### config.mk
export PLATFORM = sky130hd
export DESIGN_NAME = rtc_shadow_regfile
export DESIGN_NICKNAME = d
export VERILOG_FILES = /design/src/rtl/rtc_shadow_regfile_pkg.sv /design/src/rtl/rtc_shadow_regfile_rdport.sv /design/src/rtl/rtc_shadow_regfile.sv
export SDC_FILE = /design/constraint.sdc
export NUM_CORES = 1
export LEC_CHECK = 0
export CAP_MARGIN = 20
export CELL_PAD_IN_SITES_DETAIL_PLACEMENT = 1
export CELL_PAD_IN_SITES_GLOBAL_PLACEMENT = 1
export CORE_MARGIN = 8
export CORE_UTILIZATION = 55
export DETAILED_ROUTE_END_ITERATION = 10
export GPL_ROUTABILITY_DRIVEN = 0
export PLACE_DENSITY_LB_ADDON = 0.15
export SYNTH_ARGS = -nofsm -noshare
export SYNTH_HDL_FRONTEND = slang
export SYNTH_SLANG_ARGS = --single-unit
### constraint.sdc
create_clock -name clk -period 4.05 [get_ports clk]
set_input_delay 0.405 -clock clk [delete_from_list [all_inputs] [get_ports clk]]
set_output_delay 0.405 -clock clk [all_outputs]
set_load 0.05 [all_outputs]
### src/rtl/rtc_shadow_regfile_pkg.sv
// Shared types and constants for the RTC shadow register file.
// Entry names map the chronometer fields onto regfile indices.
package rtc_pkg;

  typedef enum logic [1:0] {
    IDLE   = 2'd0,
    OPEN   = 2'd1,
    COMMIT = 2'd2,
    DONE   = 2'd3
  } rtc_state_e;

  localparam int unsigned RTC_DW         = 8;
  localparam int unsigned RTC_DEPTH      = 16;
  localparam int unsigned RTC_COMMIT_LEN = 11;
  localparam int unsigned RTC_LIVE_IDX   = 12;

  localparam int unsigned SEC    = 0;
  localparam int unsigned MIN    = 1;
  localparam int unsigned HOUR   = 2;
  localparam int unsigned DAY    = 3;
  localparam int unsigned MON    = 4;
  localparam int unsigned YEAR   = 5;
  localparam int unsigned T_SEC  = 8;
  localparam int unsigned T_MIN  = 9;
  localparam int unsigned T_HOUR = 10;

endpackage

### src/rtl/rtc_shadow_regfile_rdport.sv
// One registered read port: selects the staging word when the entry is
// still pending commit, otherwise the active word; out-of-range reads give 0.
module rtc_regfile_rdport
  import rtc_pkg::*;
#(
  parameter int unsigned DW = RTC_DW
) (
  input  logic          clk,
  input  logic          reset,
  input  logic          addr_ok,
  input  logic          bypass,
  input  logic [DW-1:0] staging_word,
  input  logic [DW-1:0] active_word,
  output logic [DW-1:0] rd_data
);

  always_ff @(posedge clk) begin
    if (reset) begin
      rd_data <= '0;
    end else if (!addr_ok) begin
      rd_data <= '0;
    end else if (bypass) begin
      rd_data <= staging_word;
    end else begin
      rd_data <= active_word;
    end
  end

endmodule

### src/rtl/rtc_shadow_regfile.sv
// Double-buffered RTC register file: staged edits are committed into the
// active bank by a fixed-length scan; one entry is refreshed live every cycle.
//
// state  | meaning
// IDLE   | no session; writes ignored; open starts a session
// OPEN   | edit session; writes land in staging and mark dirty
// COMMIT | scan 0..COMMIT_LEN-1, copying dirty entries into active
// DONE   | commit_done pulse, back to IDLE next cycle
module rtc_shadow_regfile
  import rtc_pkg::*;
#(
  parameter int unsigned DW         = RTC_DW,
  parameter int unsigned DEPTH      = RTC_DEPTH,
  parameter int unsigned AW         = 4,
  parameter int unsigned NRD        = 2,
  parameter int unsigned COMMIT_LEN = RTC_COMMIT_LEN,
  parameter int unsigned LIVE_IDX   = RTC_LIVE_IDX
) (
  input  logic              clk,
  input  logic              reset,
  input  logic              open,
  input  logic              abort,
  input  logic              wr_en,
  input  logic [AW-1:0]     wr_addr,
  input  logic [DW-1:0]     wr_data,
  input  logic [NRD*AW-1:0] rd_addr,
  output logic [NRD*DW-1:0] rd_data,
  input  logic [DW-1:0]     live_data,
  output logic              busy,
  output logic              commit_done
);

  rtc_state_e       state;
  logic [DW-1:0]    staging [DEPTH];
  logic [DW-1:0]    active  [DEPTH];
  logic [DEPTH-1:0] dirty;
  logic [AW-1:0]    scan_idx;
  logic             wr_ok;
  logic             in_commit;

  assign wr_ok = wr_en
               && ({1'b0, wr_addr} < (AW+1)'(DEPTH))
               && (wr_addr != AW'(LIVE_IDX));

  assign in_commit = (state == COMMIT) || (state == DONE);

  always_ff @(posedge clk) begin
    if (reset) begin
      state       <= IDLE;
      dirty       <= '0;
      scan_idx    <= '0;
      busy        <= 1'b0;
      commit_done <= 1'b0;
      for (int i = 0; i < DEPTH; i++) begin
        staging[i] <= '0;
        active[i]  <= '0;
      end
    end else begin
      case (state)
        IDLE: begin
          if (open) begin
            state <= OPEN;
            dirty <= '0;
          end
        end
        OPEN: begin
          if (wr_ok) begin
            staging[wr_addr] <= wr_data;
            dirty[wr_addr]   <= 1'b1;
          end
          // abort wins over a simultaneous close and discards every mark
          if (abort) begin
            state <= IDLE;
            dirty <= '0;
          end else if (!open) begin
            state    <= COMMIT;
            scan_idx <= '0;
            busy     <= 1'b1;
          end
        end
        COMMIT: begin
          if (dirty[scan_idx]) begin
            active[scan_idx] <= staging[scan_idx];
            dirty[scan_idx]  <= 1'b0;
          end
          scan_idx <= scan_idx + 1'b1;
          if (scan_idx == AW'(COMMIT_LEN - 1)) begin
            state       <= DONE;
            commit_done <= 1'b1;
          end
        end
        DONE: begin
          state       <= IDLE;
          busy        <= 1'b0;
          commit_done <= 1'b0;
        end
        default: state <= IDLE;
      endcase
      // last assignment so the live source overrides any commit of this slot
      active[LIVE_IDX] <= live_data;
    end
  end

  for (genvar k = 0; k < NRD; k++) begin : g_rd
    logic [AW-1:0] addr;
    logic          addr_ok;

    assign addr    = rd_addr[k*AW +: AW];
    assign addr_ok = {1'b0, addr} < (AW+1)'(DEPTH);

    rtc_regfile_rdport #(.DW(DW)) u_rdport (
      .clk          (clk),
      .reset        (reset),
      .addr_ok      (addr_ok),
      .bypass       (in_commit && dirty[addr]),
      .staging_word (staging[addr]),
      .active_word  (active[addr]),
      .rd_data      (rd_data[k*DW +: DW])
    );
  end

endmodule

# Yosys cells after proc, flatten, opt, wreduce, memory -nomap -nowiden
# Memory sizes are Yosys's and may differ from the RTL's. A register that Yosys moved wholly into a read port is not among the register bits.
# Index checks and enable logic that the tools add are counted.
[classes] n_addsub=1 order_cmp=6 eq_ne=13 mux=50 bitwise_logic=7 reduce_logical=18
[ops] op="two-way mux 16 bit" count=4
[ops] op="case mux 16 bit (3 select lines)" count=1
[ops] op="two-way mux 8 bit" count=5
[ops] op="two-way mux 4 bit" count=6
[ops] op="two-way mux 1 bit" count=21
[ops] op="< comparator 4 x 5 -> 1 bit (second input constant)" count=4
[ops] op="AND 16 bit" count=1
[ops] op="inverter 16 bit" count=1
[ops] op="bitwise OR 16 bit" count=1
[ops] op="OR reduction 8 bit" count=2
[ops] op="binary-select mux 1 bit (select 4 bit)" count=3
[ops] op="AND reduction 3 bit" count=3
[ops] op="demux 1 bit (select 4 bit)" count=2
[ops] op="equality test 4 bit (second input constant)" count=2
[ops] op="greater-or-equal comparator 4 x 1 -> 1 bit (second input constant)" count=2
[ops] op="two-way mux 2 bit" count=4
[ops] op="case mux 2 bit (4 select lines)" count=1
[ops] op="case mux 4 bit (2 select lines)" count=1
[ops] op="!= test 2 bit (second input constant)" count=3
[ops] op="!= test 3 bit (second input constant)" count=2
[ops] op="nonzero test 2 bit" count=3
[ops] op="logical AND 1 bit" count=5
[ops] op="adder 4 x 1 -> 4 bit (second input constant)" count=1
[ops] op="equality test 2 bit (second input constant)" count=2
[ops] op="other kinds (12)" count=15
[totals] register_bits=40 ramBits=256 inputBits=33 memories=2
[mem_list] memory="active" words=16 width=8 rd=2 rd_clocked_by_memory_dff=0 write_ports=16 line_no="rtc_shadow_regfile.sv:35" text="logic [DW-1:0] active [DEPTH];"
[mem_list] memory="staging" words=16 width=8 rd=3 rd_clocked_by_memory_dff=1 write_ports=16 line_no="rtc_shadow_regfile.sv:34" text="logic [DW-1:0] staging [DEPTH];"

# Longest topological paths before layout
# Gate-level depths: netlist of the first run.
[depth] depth_word=9 mapped_depth=9

# Modules after synthesis
# Synthesis of the first run repeated with hierarchy kept, for this count alone.
[unflattened] cells_unflattened=1170 hier_area_um2=16789.9
[by_module_without_submodules] mod="rtc_shadow_regfile" instances=1 cells_per_inst=1116 area_per_inst_um2=16204.3 seq_area_each_um2=8167.8
[by_module_without_submodules] mod="rtc_regfile_rdport" instances=2 cells_per_inst=27 area_per_inst_um2=292.8 seq_area_each_um2=160.2

# Least setup slack after synthesis of the first run
# OpenSTA, ideal clock, no wires.
[synth_path] path_kind="register -> register" start="register scan_idx[0]" end="memory active[1][0] in the netlist's numbering (enable)" setup_ps=278 t_arrival_ps=2051 t_required_ps=3772 setup_slack_ps=1722 stages_incl_launch_ff=9 n_path_buf=3 period_less_slack_ps=2328 cell_sequence="dfxtp_1 buf_2 mux4_2 mux2i_1 nand2_2 and3_1 buf_6 buf_6 a31o_1"
[synth_rtl] item="from (decl)" line_no="rtc_shadow_regfile.sv:37" text="logic [AW-1:0] scan_idx;"
[synth_rtl] item="from (signal assigned)" line_no="rtc_shadow_regfile.sv:86" text="scan_idx <= scan_idx + 1'b1;"
[synth_rtl] item="to (decl)" line_no="rtc_shadow_regfile.sv:35"

==> flow_summary.yaml, run 1 <==
grt:
  grt_usage_pct: 30.4
  grt_overflow_total: 0
  initial_antenna_violation_count: 2
  grt_max_degree: 33
  grt_first_pass_wirelength_um: 83100
  first_global_vias: 12700
placement:
  dpl.hpwl_um: 39900
  dpl_cell_area_mm2: 0.0179
  port-buffer-count: 50
  dp_worst_setup_slack_ns: 0.920
worst_setup_path:
  endpoint: "active[10][7]"
  kind_of_end_point_of_the_critical_path: "register"
  worst_setup_path_start_kind: "register"
  crit_path_cell_trace: "inv_1 -> ha_1 -> nor2b_1 -> nand3_1 -> and3_1 -> a41o_1"
  cp_slowest_stage_delay_ns: 0.61
  setup.worst_path.class: "reg2reg"
  critical_path.reg2reg.startpoint: "scan_idx[0]"
  reg2reg_to: "active[10][7]"
  worst-path-stages: 6
  crit_path_max_fanout: 11
  cpLargestDelayFamily: "simple AND/OR/NAND/NOR gates"
  ff2ff_setup_slack_ns: 0.99
  crit_required_ns: 4.23
  bufs_and_invs_on_worst_path: 1
  crit_arrival_ns: 3.24
  worst_path_max_delay_cell: "and3_1"
  timing.reg2reg.worst_path_depth: 6
  worst_setup_path_startpoint: "scan_idx[0]"
route:
  wl_per_cell_um: 32.3
  route.detailed.drc: 0
  post_drt_via_cell_ratio: 7.11
  final_antenna_net_count: 0
  drt_pre_antenna_iters: 7
  via_count: 12100
  routed_wl_um: 55100
  drtIter0Drc: 1379
job:
  cap_violations: 0
power:
  power_switching_share_pct: 25.5
  sequentialPowerShare_pct: 47.4
  ir_worst_vdd_mv: 0.355
  power_switching_mw: 1.91
  pwr_cell_area_mw_per_mm2: 396
  leakage_nw: 6.38
  total_internal_power_mw: 5.59
  share_comb_of_total_power_pct: 12.0
  clock_power_share_pct: 40.6
clock_tree:
  cts_buffers: 35
  clkTransAtPathRegs_ns: 0.06
  clkSinkCount: 300
  cts.repair.resized: 0
  post-cts-setup-buffer-count: 0
  clk-insertion-delay-late_ns: 0.54
  clock_tree.buffer_depth: 3
  htree_levels: 2
  clock_tree_from_tritoncts: "done"
  cts.root.buffer_cell: "clkbuf_16"
  holdBufCountCts: 0
floorplan:
  placement_rows: 64
  design.die.area_mm2: 0.0370
  initial_utilization_pct: 55.8
  top_level_ports: 51
  die_width_um: 192
  fp.coreArea_mm2: 0.0306
  height_of_the_die_um: 192
logic_synthesis:
  ys_ff_latch: 300
  yosysTopAreaCellShare_pct: 43.6
  synth.largest_area_cell: "edfxtp_1"
  syn_inst: 1259
  yosys.cell_count.top_type: "edfxtp_1"
  synth.lib_cells_used.distinct: 54
  syn_area_cell_um2: 13.6
  yosys_warnings: 0
  seq_area_frac_synth_pct: 49.7
  synth.area.top_cells: "edfxtp_1, mux4_2, dfxtp_1, and2_1, nor2_1"
  synth_flop_cell: "edfxtp_1"
  synth_enable_flop_cells: 248
  ys_async_sr_fraction_pct: 0
  syn-cell-area_mm2: 0.0171
  synth_top_cells_by_count: "edfxtp_1, mux4_2, nor2_1, and2_1, clkbuf_1"
final_layout:
  post_route_cells_drive_above_1_share_pct: 22.8
  seqCellArea_mm2: 0.00849
  fill_cells: 2892
  multi_input_area_mm2: 0.00804
  postLayoutCoreUtil_pct: 62.0
  number_of_nets_in_the_layout: 1325
  layout.cell_area.non_filler_mm2: 0.0190
  syn2layout_area_growth_pct: 11.1
  antenna_cell_count: 0
timing:
  achievable-frequency_ghz: 0.327
  totalNegativeSetupSlack_ns: 0
  finalCriticalPeriod_ns: 3.06
  timing.final.hold_violations: 0
  final.setup_skew_ns: 0.0253
  finalMaxSlewViolations: 0
  slew_of_the_pin_with_the_lowest_slew_margin_ns: 0.979
  setup_viol_count_final: 0
  unrepaired_setup_endpoints_after_global_routing: "false"
  final_worst_path_period_share_pct: 75.6
  timing.max_slew.rel_slack_pct: 34.6
  setup_slack_ns: 0.989
hold_path:
  min_path_type: "in2reg"
run_status:
  outcome: "finished, final reports clean"
-- worst min path at each step --
stage,slack (ns),endpoint,startpoint,depth (start not counted)
2_1_floorplan,0.46,dirty[10],dirty[10],2
3_3_place_gp,0.45,commit_done,commit_done,2
3_5_place_dp,0.46,commit_done,commit_done,2
4_1_cts,0.42,active[12][0],live_data[0],2
5_1_grt,0.45,active[12][0],live_data[0],2
6_report,0.43,active[12][0],live_data[0],2
-- metal layers --
| layer | vias up | wire length [µm] | GRT usage (%) | part of all wire (%) |
|---|---|---|---|---|
| li1 | 5014 | - | - | - |
| met5 | - | 25 | 0 | 0.045 |
| met3 | 147 | 5280 | 6.57 | 9.6 |
| met2 | 726 | 27100 | 49.9 | 49 |
| met4 | 4 | 2230 | 11.8 | 4.0 |
| met1 | 6225 | 20500 | 39.1 | 37 |
-- cells by family after synthesis --
group / synth area share, %
fa+ha+maj: 0.659
xor+xnor: 0.103
compound gates: 7.04
simple gates: 13.5
other cells: 0.0220
mux: 25.6
flops: 49.7
buf+inv: 3.41
-- placed cells by master (no fill, tap or decap), drive strengths merged, types with 3 or more instances in the layout --
cell / instances
mux4: 166
a31o: 6
a211oi: 3
ha: 9
a221oi: 33
clkdlybuf4s50: 43
a31oi: 3
or3: 4
o22ai: 17
clkinv: 14
nand3b: 3
and3: 8
clkbuf: 45
nor3: 6
buf: 49
mux2i: 39
nand4: 13
nand3: 14
o21ai: 32
dfxtp: 52
or2: 4
nand2: 41
a41o: 5
conb: 8
and4: 24
nor2b: 35
nor2: 143
a21oi: 27
inv: 9
nand2b: 6
a22o: 32
edfxtp: 248
and2: 124
mux2: 21
-- power by group through the flow --
stage                     clock network (mW)  registers [mW]  logic (mW)
final                                   3.05            3.56       0.903
after CTS                               3.06            3.55       0.894
after floorplan                            0            3.61       0.559
after global placement                     0            3.60       0.866
after global routing                    3.17            3.56       0.943
after detailed placement                   0            3.61       0.885
-- worst register-to-register path, stage by stage, from the launching register on --
cell,delay [ns]
dfxtp_1,0.56
inv_1,0.18
ha_1,0.32
nor2b_1,0.20
nand3_1,0.32
and3_1,0.61
a41o_1,0.54
-- area by class of cell --
type                    instances  area share [%]
clock buffers                  45            5.09
clock inverters                18           0.693
inverters                       8           0.158
multi-input cells             846            42.4
flip-flops and latches        300            44.8
well taps                     396            2.61
repair buffers                 92            4.34
-- through the flow --
step / instances / hold WS, ns / power, mW
global route: 1705 / 0.449 / 7.68
CTS: 1705 / 0.417 / 7.51
finish: 1705 / 0.432 / 7.51
floorplan: 1266 / 0.464 / 4.17
global placement: 1642 / 0.451 / 4.46
detailed placement: 1642 / 0.457 / 4.50
-- sequential cells by signal, indices dropped and copies added (netlist names), named ones only --
| name | flops |
|---|---|
| active | 128 |
| staging | 128 |
| dirty | 16 |
| g_rd.u_rdport.rd_data | 16 |
| scan_idx | 4 |
| busy | 1 |
| commit_done | 1 |
| state | 1 |
No activity file was read; power rests on OpenSTA's default activity.
==> run 2: changes to the inputs <==
- CORE_UTILIZATION: 55 -> 47
- clock period: 4.05 -> 2.7 ns (I/O delays scaled with it)
==> run 2 against run 1 <==
Against the previous run:
- setup slack worse by 0.84 ns
- power up 56%
- clock power up 62%
- critical path type unchanged
- via count up 1.5%
- die area up 16%
- critical path depth down 1
- fmax up 20%
- highest routed layer is now met4
- worst hold slack worse by 0.17 ns
- sequential power up 50%
- cell count up 8.1%
- critical endpoint is now active[10][6]
==> flow_summary.yaml, run 2 (same netlist as run 1, synthesis figures left out) <==
hold_path:
  min_path_type: "in2reg"
  hold_start: "reset"
placement:
  port-buffer-count: 50
  dpl.hpwl_um: 42300
  post-place-cells: 1779
  dp_worst_setup_slack_ns: 0.124
worst_setup_path:
  crit_path_max_fanout: 12
  worst-path-stages: 5
  crit_required_ns: 2.95
  kind_of_end_point_of_the_critical_path: "register"
  ff2ff_setup_slack_ns: 0.15
  setup.worst_path.class: "reg2reg"
  worst_path_max_delay_cell: "dfxtp_1"
  critical_path.reg2reg.startpoint: "scan_idx[1]"
  worst_setup_path_startpoint: "scan_idx[1]"
  bufs_and_invs_on_worst_path: 0
  crit_path_cell_trace: "mux2_4 -> or3_1 -> a41o_1 -> and3_1 -> a41o_1"
  worst_setup_path_start_kind: "register"
  cpLargestDelayFamily: "compound AO/OA/AOI/OAI gates"
  endpoint: "active[10][6]"
  timing.reg2reg.worst_path_depth: 5
  cp_slowest_stage_delay_ns: 0.48
  reg2reg_to: "active[10][6]"
  critPathMostFrequentCell: "a41o_1"
  crit_arrival_ns: 2.80
timing:
  slew_of_the_pin_with_the_lowest_slew_margin_ns: 0.971
  unrepaired_setup_endpoints_after_global_routing: "false"
  finalCriticalPeriod_ns: 2.55
  finalMaxSlewViolations: 0
  final_worst_path_period_share_pct: 94.5
  setup_viol_count_final: 0
  setup_slack_ns: 0.149
  achievable-frequency_ghz: 0.392
  timing.final.hold_violations: 0
  timing.max_slew.rel_slack_pct: 35.0
  totalNegativeSetupSlack_ns: 0
  final.setup_skew_ns: 0.0237
floorplan:
  initial_utilization_pct: 47.2
  placement_rows: 70
  die_width_um: 207
  fp.coreArea_mm2: 0.0362
  height_of_the_die_um: 207
  top_level_ports: 51
  design.die.area_mm2: 0.0427
clock_tree:
  clock_tree_from_tritoncts: "done"
  htree_levels: 2
  cts_buffers: 36
  cts.repair.resized: 0
  clk-insertion-delay-late_ns: 0.56
  holdBufCountCts: 0
  post-cts-setup-buffer-count: 0
  cts.root.buffer_cell: "clkbuf_16"
  clock_tree.buffer_depth: 3
  clkTransAtPathRegs_ns: 0.06
  clkSinkCount: 300
grt:
  grt_max_degree: 33
  grt_usage_pct: 27.6
  initial_antenna_violation_count: 0
  grt_overflow_total: 0
  first_global_vias: 12700
  grt_first_pass_wirelength_um: 85200
run_status:
  outcome: "finished, final reports clean"
final_layout:
  syn2layout_area_growth_pct: 15.4
  top_registers: "active x128, staging x128"
  post_route_cells_drive_above_1_share_pct: 26.3
  layout.cells.most_common: "edfxtp_1"
  antenna_cell_count: 0
  layout.cells.most_common_list: "edfxtp_1, mux4_2, nor2_1"
  number_of_nets_in_the_layout: 1391
  final_non_filler_cells: 1843
route:
  drtIter0Drc: 1233
  route.detailed.drc: 0
  drt_pre_antenna_iters: 7
  via_count: 12300
  post_drt_via_cell_ratio: 6.67
  routed_wl_um: 57500
  wl_per_cell_um: 31.2
  final_antenna_net_count: 0
power:
  pwr_cell_area_mw_per_mm2: 595
  ir_worst_vdd_mv: 0.358
  leakage_nw: 6.77
job:
  cap_violations: 0
==> run 2: cell count changes in the layout (fill, tap and decap cells not counted) <==
cell        delta
buf_4         +58
buf_12         +7
clkbuf_1       +4
bufinv_16      +3
clkinv_2       -2
clkinvlp_4     -2
clkbuf_16      +1
clkinv_1       -1
clkinv_8       -1
inv_6          -1
==> run 2: routing by layer <==
layer	up-vias	GRT usage (%)	part of all wire (%)
li1	5148	-	-
met1	6391	36.4	40
met2	638	43.6	47
met3	123	6.99	9.4
met4	0	10.4	3.6
met5	-	0	0
==> run 2: stage by stage <==
step           total power, mW  utilization, %  cell area (µm²)  hold slack [ns]
5_1_grt                   12.0            54.5            19700            0.267
3_3_place_gp              6.81            51.3            18500            0.449
4_1_cts                   11.8            54.5            19700            0.235
2_1_floorplan             6.26               -            17100            0.398
3_5_place_dp              6.85            51.3            18500            0.451
6_report                  11.7            54.5            19700            0.259
==> run 2: cell type report <==
type | count | area (µm²)
clock buffer | 50 | 1000
sequential | 300 | 8490
multi-input combinational | 846 | 8040
timing repair buffer | 157 | 1400
clock inverter | 14 | 168
tap | 468 | 586
fill | 3553 | 16500
inverter | 8 | 30.0
==> run 2: worst register-to-register path, stage by stage, from the launching register on <==
cell	delay, ns
dfxtp_1	0.48
mux2_4	0.33
or3_1	0.33
a41o_1	0.28
and3_1	0.36
a41o_1	0.47
==> run 2: how the worst min path moves through the flow <==
stage | slack, ns | cells after the start | endpoint
6_report | 0.26 | 3 | busy
5_1_grt | 0.27 | 3 | busy
4_1_cts | 0.24 | 3 | busy
3_5_place_dp | 0.45 | 2 | commit_done
3_3_place_gp | 0.45 | 2 | commit_done
2_1_floorplan | 0.40 | 1 | active[12][0]
==> run 2: power breakdown <==
group | internal, mW | switching [mW]
clock | 2.98 | 1.97
sequential | 5.19 | 0.141
combinational | 0.629 | 0.828
total | 8.79 | 2.94
==> run 3: changes to the inputs <==
- CORE_MARGIN: 8 -> default
- SLEW_MARGIN: default -> 5
==> run 3 against run 2 <==
Against the previous run:
- the run now ends with design-rule violations left
- critical path type unchanged
- via count is 2.9% lower
- largest cell class unchanged
- routed wire length fell by 4.3%
- clock power down 4%
- highest routed layer unchanged
- global-route usage up 3.5 points
- first-iteration DRC count shrank 8.3%
==> flow_summary.yaml, run 3 (same netlist as run 1, synthesis figures left out) <==
clock_tree:
  holdBufCountCts: 0
  cts.root.buffer_cell: "clkbuf_16"
  post-cts-setup-buffer-count: 0
  cts.repair.resized: 0
  clock_tree_from_tritoncts: "done"
  clk-insertion-delay-late_ns: 0.57
  clkTransAtPathRegs_ns: 0.06
  clkSinkCount: 300
  cts_buffers: 36
  htree_levels: 2
  clock_tree.buffer_depth: 3
final_layout:
  layout.cells.most_common_list: "edfxtp_1, mux4_2, nor2_1"
  number_of_nets_in_the_layout: 1387
  postLayoutCoreUtil_pct: 55.1
  layout.cell_area.non_filler_mm2: 0.0196
  layout.cells.most_common: "edfxtp_1"
  syn2layout_area_growth_pct: 14.9
  top_registers: "active x128, staging x128"
  post_route_cells_drive_above_1_share_pct: 25.9
  antenna_cell_count: 0
route:
  final_antenna_net_count: 0
  via_count: 11900
  drtIter0Drc: 1131
  post_drt_via_cell_ratio: 6.52
  drt_pre_antenna_iters: 8
  routed_wl_um: 55000
  wl_per_cell_um: 30.0
  route.detailed.drc: 2
floorplan:
  placement_rows: 69
  die_width_um: 193
  fp.coreArea_mm2: 0.0357
  top_level_ports: 51
  height_of_the_die_um: 193
  initial_utilization_pct: 47.9
  design.die.area_mm2: 0.0371
worst_setup_path:
  crit_path_max_fanout: 8
  crit_required_ns: 3.07
  setup.worst_path.class: "reg2reg"
  kind_of_end_point_of_the_critical_path: "register"
  crit_arrival_ns: 2.90
  ff2ff_setup_slack_ns: 0.16
  worst_setup_path_start_kind: "register"
power:
  leakage_nw: 6.72
  ir_worst_vdd_mv: 0.433
  total_power_mw: 11.5
  pwr_cell_area_mw_per_mm2: 588
grt:
  grt_max_degree: 41
  first_global_vias: 12400
  grt.met3_usage_pct: 5.06
  grt_usage_pct: 31.0
  global_route.peak_usage_layer: "met2"
  initial_antenna_violation_count: 0
  global_route.usage.met1_pct: 42.3
  grt_first_pass_wirelength_um: 82500
  grt_overflow_total: 0
  grt_use_met2_pct: 50.0
hold_path:
  min_path_type: "in2reg"
timing:
  slew_of_the_pin_with_the_lowest_slew_margin_ns: 1.11
  finalMaxSlewViolations: 0
  final_worst_path_period_share_pct: 94.0
  timing.final.hold_violations: 0
  finalCriticalPeriod_ns: 2.54
  totalNegativeSetupSlack_ns: 0
  timing.max_slew.rel_slack_pct: 25.7
  setup_viol_count_final: 0
  unrepaired_setup_endpoints_after_global_routing: "false"
  achievable-frequency_ghz: 0.394
  final.setup_skew_ns: 0.0206
run_status:
  outcome: "complete, but fails checks"
  failed_checks: "design-rule violations"
placement:
  dpl_cell_area_mm2: 0.0185
  port-buffer-count: 50
  dpl.hpwl_um: 40700
job:
  cap_violations: 0
## run 3: cell types whose count changed in the layout (fill, tap and decap cells not counted), moves of 2 or more
cell       previous run  this run
buf_4                99        95
bufinv_16             4         2
clkbuf_1             10        12
clkinv_2              8         5
## run 3: worst paths after layout
check,startpoint,endpoint,depth (start not counted)
setup / recovery,dirty[3],g_rd[0].u_rdport.rd_data[5],6
hold / removal,live_data[4],active[12][4],2
setup reg to reg,dirty[3],g_rd[0].u_rdport.rd_data[5],6
hold reg to reg,commit_done,commit_done,2
## run 3: worst max-delay path, stage by stage, from the launching register on
cell     delay, ns
dfxtp_1       0.33
buf_4         0.16
mux4_2        0.44
nor2b_1       0.22
nor4_1        0.12
o21ai_1       0.87
o22ai_1       0.20
## run 3: metal layers
layer / vias up / part of all wire (%)
li1: 5120 / -
met1: 6236 / 41
met2: 490 / 48
met3: 98 / 7.1
met4: 0 / 3.2
met5: - / 0
## run 3: final cells by class
class,instances,area (µm²)
Fill cell,3458,16000
Sequential cell,300,8490
Multi-Input combinational cell,846,8040
Timing Repair Buffer,153,1370
Clock buffer,52,1000
Tap cell,461,577
Clock inverter,13,129
Inverter,8,30.0
## run 3: per-stage QoR
stage | instances | worst slack (ns) | hold WS (ns)
4_1_cts | 1833 | 0.0748 | 0.236
3_5_place_dp | 1768 | 0.0757 | 0.465
5_1_grt | 1833 | 0.0544 | 0.256
3_3_place_gp | 1768 | 0.0900 | 0.453
2_1_floorplan | 1266 | 0.372 | 0.398
6_report | 1833 | 0.163 | 0.254
## run 3: power by group
group          switching [mW]  internal, mW  total (mW)
sequential              0.134          5.19        5.32
combinational           0.810         0.635        1.45
clock                    1.99          2.78        4.77
